[config.mk]
export PLATFORM = sky130hd
export DESIGN_NAME = input_conditioner
export DESIGN_NICKNAME = d
export VERILOG_FILES = /design/src/rtl/input_conditioner.sv
export SDC_FILE = /design/constraint.sdc
export NUM_CORES = 1
export LEC_CHECK = 0
export CORE_ASPECT_RATIO = 1.4
export CORE_MARGIN = 4
export CORE_UTILIZATION = 60
export DETAILED_ROUTE_END_ITERATION = 7
export GPL_TIMING_DRIVEN = 1
export PLACE_DENSITY = 0.78
export SETUP_SLACK_MARGIN = 0.2
export SYNTH_ARGS = -nofsm -noshare
export SYNTH_HDL_FRONTEND = slang
export SYNTH_SLANG_ARGS = --single-unit
[constraint.sdc]
create_clock -name clk -period 2.35 [get_ports clk]
set_input_delay 0.47 -clock clk [delete_from_list [all_inputs] [get_ports clk]]
set_output_delay 0.47 -clock clk [all_outputs]
set_load 0.05 [all_outputs]
[src/rtl/input_conditioner.sv]
// rtl/input_conditioner.sv - synchronise, debounce and gate raw buttons for the game controller
module input_conditioner #(
    parameter int N_BTN           = 7,
    parameter int SYNC_STAGES     = 2,
    parameter int DEBOUNCE_CYC    = 250000,
    parameter int ATTACK_COOLDOWN = 5000000,
    parameter bit ACTIVE_LOW      = 1'b1
) (
    input  logic             clk,
    input  logic             rst_n,
    input  logic [N_BTN-1:0] i_btn_raw,
    input  logic             i_is_gaming,
    output logic             o_right,
    output logic             o_left,
    output logic             o_squat,
    output logic             o_defend,
    output logic             o_jump,
    output logic             o_attack,
    output logic             o_select,
    output logic [N_BTN-1:0] o_btn_stable
);
    localparam int DB_W = $clog2(DEBOUNCE_CYC + 1);
    localparam int CD_W = $clog2(ATTACK_COOLDOWN + 1);

    localparam int B_RIGHT  = 0;
    localparam int B_LEFT   = 1;
    localparam int B_JUMP   = 2;
    localparam int B_SQUAT  = 3;
    localparam int B_ATTACK = 4;
    localparam int B_DEFEND = 5;
    localparam int B_SELECT = 6;

    logic [N_BTN-1:0]                  btn_in;
    logic [SYNC_STAGES-1:0][N_BTN-1:0] sync_q;
    logic [N_BTN-1:0]                  sync_out;
    logic [N_BTN-1:0]                  stable;
    logic [N_BTN-1:0]                  stable_d;
    logic [N_BTN-1:0]                  press_pulse;
    logic [DB_W-1:0]                   db_cnt [N_BTN];
    logic [CD_W-1:0]                   cd_cnt;
    logic                              attack_fire;

    assign btn_in       = ACTIVE_LOW ? ~i_btn_raw : i_btn_raw;
    assign sync_out     = sync_q[SYNC_STAGES-1];
    assign press_pulse  = stable & ~stable_d;
    assign o_btn_stable = stable;

    always_ff @(posedge clk or negedge rst_n) begin
        if (!rst_n) begin
            sync_q <= '0;
        end else begin
            sync_q <= {sync_q[SYNC_STAGES-2:0], btn_in};
        end
    end

    // A change is accepted only after DEBOUNCE_CYC consecutive differing samples.
    always_ff @(posedge clk or negedge rst_n) begin
        if (!rst_n) begin
            stable <= '0;
            for (int i = 0; i < N_BTN; i++) begin
                db_cnt[i] <= '0;
            end
        end else begin
            for (int i = 0; i < N_BTN; i++) begin
                if (sync_out[i] == stable[i]) begin
                    db_cnt[i] <= '0;
                end else if (db_cnt[i] == DB_W'(DEBOUNCE_CYC - 1)) begin
                    stable[i] <= ~stable[i];
                    db_cnt[i] <= '0;
                end else begin
                    db_cnt[i] <= db_cnt[i] + DB_W'(1);
                end
            end
        end
    end

    // Presses that lose to defend or cooldown are dropped, never queued.
    assign attack_fire = i_is_gaming & press_pulse[B_ATTACK] & ~stable[B_DEFEND]
                         & (cd_cnt == '0);

    always_ff @(posedge clk or negedge rst_n) begin
        if (!rst_n) begin
            stable_d <= '0;
            cd_cnt   <= '0;
            o_right  <= 1'b0;
            o_left   <= 1'b0;
            o_squat  <= 1'b0;
            o_defend <= 1'b0;
            o_jump   <= 1'b0;
            o_attack <= 1'b0;
            o_select <= 1'b0;
        end else begin
            stable_d <= stable;
            o_right  <= i_is_gaming & stable[B_RIGHT] & ~stable[B_LEFT];
            o_left   <= i_is_gaming & stable[B_LEFT] & ~stable[B_RIGHT];
            o_squat  <= i_is_gaming & stable[B_SQUAT];
            o_defend <= i_is_gaming & stable[B_DEFEND];
            o_jump   <= i_is_gaming & press_pulse[B_JUMP];
            o_attack <= attack_fire;
            o_select <= ~i_is_gaming & press_pulse[B_SELECT];
            if (!i_is_gaming) begin
                cd_cnt <= '0;
            end else if (attack_fire) begin
                cd_cnt <= CD_W'(ATTACK_COOLDOWN - 1);
            end else if (cd_cnt != '0) begin
                cd_cnt <= cd_cnt - CD_W'(1);
            end
        end
    end
endmodule

# Word-level counts from Yosys, hierarchy flattened
# Index checks and enable logic that the tools add are counted.
# op_classes
n_bitwise	29
add_sub_neg	8
n_eq_ne	15
n_mux	17
n_reduce_logical	9
# ops
op	n
$mux 18	14
$add 18x1->18 const B	7
$eq 18x18->1 const B	7
$mux 23	3
$logic_not 23->1	1
$reduce_bool 23->1	1
$sub 23x1->23 const B	1
$not 1->1	15
$not 7->7	2
$reduce_and 2->1	7
$and 1x1->1	11
$and 7x7->7	1
$eq 1x1->1	7
$ne 3x1->1 const B	1
# word_totals
regBits	184
out_inout_bits	14

# Depth between registers and ports, before layout
# logic_depth
word_depth	7
ltp_mapped	7
depth_no_buf	6

# Worst setup path after synthesis
# Ideal clock, no wire load.
# synth_path
kind	register -> register
start	reg cd_cnt[0]
end	reg cd_cnt[1]
t_arrival_ns	1.979
setup_slack_ns	0.245
synth_period_minus_slack_ns	2.105
path_stages_with_launch	8
cell_sequence	dfrtp_1 > inv_1 > ha_1 > nor2b_1 > nand4b_1 > or4_1 > clkbuf_1 > o311a_1
# synth_between
elab_chain_len	4
elab_cells_between_ends	8
classes_between	add/sub (1); eq/ne (1); mux (3); bitwise (1); reduce/logical (2)
# synth_rtl
item	line	rtl
start, declared	40	logic [CD_W-1:0] cd_cnt;
start signal, assigned	104	cd_cnt <= CD_W'(ATTACK_COOLDOWN - 1);
start signal, assigned	106	cd_cnt <= cd_cnt - CD_W'(1);
$sub 23x1->23 or $logic_not 23->1 (tied branches)	106, 79	
$mux 23 or $and 1x1->1 (tied branches)	105, 79	
$mux 23	103	end else if (attack_fire) begin
$mux 23	101	if (!i_is_gaming) begin
# Parallel ways exist; a longest one is shown, timed or not. The select of a mux whose other input is x is not followed.
# A chain may end at the register's enable or synchronous reset.

# Worst setup path after layout
# layout_path
start	reg db_cnt[60] in the netlist's numbering
end	reg stable[3] (netlist: o_btn_stable[3])
# layout_between
elab_chain_len	2
# layout_rtl
item	line	rtl
start, declared	39	logic [DB_W-1:0] db_cnt [N_BTN];
start signal, assigned by index	71	db_cnt[i] <= db_cnt[i] + DB_W'(1);
$eq 18x18->1	67	end else if (db_cnt[i] == DB_W'(DEBOUNCE_CYC - 1)) begin
$reduce_and 2->1 (no line)	-	
end signal, assigned by index	68	stable[i] <= ~stable[i];
end, declared	36	logic [N_BTN-1:0] stable;
# Every way passes these cells.

==> results.cfg <==
[outcome]
outcome = finished, final reports clean

[setup_path]
cp_max_fo = 4
critical_path_required_ns = 2.67
cp-end-kind = register
arrival_ns = 2.41
setup.worst_path.start_class = register
crit_type = register to register

[clocking]
clkLatencyLatePin_ns = 0.43
cts.reportedPaths.clkPinSlew_ns = 0.06
clock_tree.root_cell = clkbuf_16
cts_tree = built
htreeDepth = 4
clock_sinks = 180
cts_made_buffers = 17
clock_path_buffers = 2

[grt]
antenna_found_initial = 0
grt_usage_pct = 22.9
grt_max_degree = 70
grt_pass1_vias = 6685
grt_overflow = 0
grt_pass1_wl_um = 30100

[yosys]
ys_async_sr_fraction_pct = 100
yosys_warnings = 0
synth-edff-count = 0
synth.cell_area_um2 = 8560
synthCells = 843
synth-seq-area-share_pct = 52.6
syn_nets = 861
ys.flop_type = dfrtp_1
ys_types = 47
syn_avg_cell_area_um2 = 10.2
synth_seq_cells = 180

[sta]
worst_slack_ns = 0.257
min_period_over_period_pct = 89.1
setup_tns_ns = 0
rsz0062_at_grt = no
slew_violations = 0
min_period_ns = 2.09
finClkSkew_ns = 0.00778
finalHoldViolCount = 0
worstMarginPinSlew_ns = 0.511
fmax_ghz = 0.478
max_slew_margin_pct = 65.8
setup_violations = 0
whs_ns = 0.354

[die]
initial_utilization_pct = 61.2
die_h_um = 149
rows = 51
core-area_um2 = 14000
die_area_um2 = 16300
fp.dieW_um = 109
io_pins = 24

[layout]
layout_commonest_cell = dfrtp_1
fill_cells = 1017
drive_above_1_share_pct = 10.1
n_antenna_cell = 0
final_cell_mix = dfrtp_1, nor2_1, xnor2_1, nand3_1, nand2_1
area_growth_pct = 14.8
fin_nets = 916

[pwr]
p_per_area_nw_per_um2 = 813
p_leak_nw = 4.04
pwr-share-comb_pct = 20.5
clkPwrFrac_pct = 35.9
power.total_mw = 7.99
p_int_mw = 5.73
p_sw_mw = 2.26
p_sw_share_pct = 28.3
p_seq_share_pct = 43.5
vdd_drop_max_v = 0.000568

[route]
wirelength_um = 17200
drt_iter0_drc = 388
vias = 6544
ant_nets = 0
drt-wirelength-per-cell_um = 15.7
viasPerCell = 5.98
first_pass_iters = 5
drcViolationCount = 0

[run]
max_cap_viol_count = 0

[hold_path]
min_path_type = register to register

[place]
gp_congestion = 0.878
dp_hpwl_um = 11800
dp_slack_ns = 0.170
portBuffers = 23
==> power groups by stage <==
| stage | Combinational [mW] | Clock [mW] | Sequential (mW) |
|---|---|---|---|
| floorplan | 1.10 | 0 | 3.47 |
| global placement | 1.49 | 0 | 3.51 |
| detailed placement | 1.54 | 0 | 3.53 |
| CTS | 1.59 | 2.92 | 3.47 |
| global route | 1.82 | 3.04 | 3.50 |
| finish | 1.64 | 2.87 | 3.48 |
==> cells by family (layout without fill, tap and decap cells) <==
kind of cell               count (synthesis)  in the layout  share of synthesized area (%)
and+or+nand+nor                          403            403                           24.8
DFF                                      180            180                           52.6
xor gates and xnor gates                 101            101                           10.3
AOI/OAI and AO/OA                         93             93                           7.52
buffers and inverters                     51            117                           2.65
adders and majority gates                  8              8                           1.17
muxes                                      7              7                          0.921
==> critical path: stages, from the launching register on <==
cell     delay (ns)
dfrtp_1        0.42
or4b_1         0.51
or4_1          0.58
nor2_1         0.13
mux2_2         0.34
==> synthesized netlist by cell type (all sizes together), types with 2 or more instances <==
| cell type | n | area [um2] |
|---|---|---|
| nor4 | 27 | 175 |
| mux2 | 7 | 78.8 |
| nand4b | 2 | 17.5 |
| and3 | 7 | 43.8 |
| or4b | 4 | 40.0 |
| a31oi | 2 | 12.5 |
| xor2 | 40 | 350 |
| inv | 32 | 120 |
| nor2 | 129 | 484 |
| xnor2 | 61 | 534 |
| o31ai | 23 | 186 |
| clkbuf | 13 | 68.8 |
| nor4b | 3 | 26.3 |
| nor3b | 3 | 22.5 |
| buf | 6 | 37.5 |
| nand3b | 4 | 30.0 |
| or4 | 33 | 251 |
| and2 | 5 | 31.3 |
| dfrtp | 180 | 4500 |
| ha | 8 | 100 |
| and4 | 6 | 52.6 |
| nand3 | 46 | 230 |
| nand2b | 3 | 18.8 |
| or2 | 10 | 62.6 |
| nand2 | 44 | 165 |
| nand4 | 32 | 200 |
| o41ai | 8 | 108 |
| nor2b | 2 | 12.5 |
| o21ai | 17 | 111 |
| nor3 | 22 | 110 |
| a21oi | 40 | 200 |
| or3 | 19 | 119 |
==> sequential cells by signal, summed over array words and instances, names as in the netlist, 3 cells and up <==
register	cells
cd_cnt	23
sync_out	7
db_cnt	126
sync_q	7
o_btn_stable	7
stable_d	3
==> per-layer routing <==
layer | GRT usage [%] | share of wire (%)
met5 | 0 | 0
met4 | 9.67 | 2.6
met3 | 4.16 | 3.1
met2 | 41.8 | 55
met1 | 25.9 | 39
==> what timing repair did <==
item                                    CTS  global route
hold endpoints to repair                 47             0
endpoints found under the setup margin   24            20
resized for setup                         7             5
hold buffers                              1             0
setup buffers                             3             1
pin swaps                                 2             1
cloned                                    0             0
==> stage by stage <==
| step | instances | instance area [um2] | util, % |
|---|---|---|---|
| floorplan | 843 | 8560 | - |
| global placement | 1059 | 9140 | 65.4 |
| detailed placement | 1059 | 9140 | 65.4 |
| CTS | 1093 | 9800 | 70.1 |
| global route | 1094 | 9820 | 70.3 |
| finish | 1094 | 9820 | 70.3 |
==> final cells by class <==
type                    instances  area (um2)  share of cell area, %
clock inverters                 9         129                   1.31
repair buffers                 55         517                   5.26
multi-input cells             612        3850                   39.2
well taps                     185         231                   2.36
flip-flops and latches        180        4500                   45.9
clock buffers                  21         470                   4.79
inverters                      32         120                   1.22
==> worst paths after layout <==
check	to	slack, ns	depth (start not counted)	start
max reg2reg	o_btn_stable[3]	0.26	4	db_cnt[60]
max in group asynchronous	db_cnt[67]	1.11	3	rst_n
min in group asynchronous	db_cnt[25]	0.54	2	rst_n
min	sync_out[4]	0.35	0	sync_q[4]
min reg2reg	sync_out[4]	0.35	0	sync_q[4]
max	o_btn_stable[3]	0.26	4	db_cnt[60]
Power figures use the tool's default switching activity.
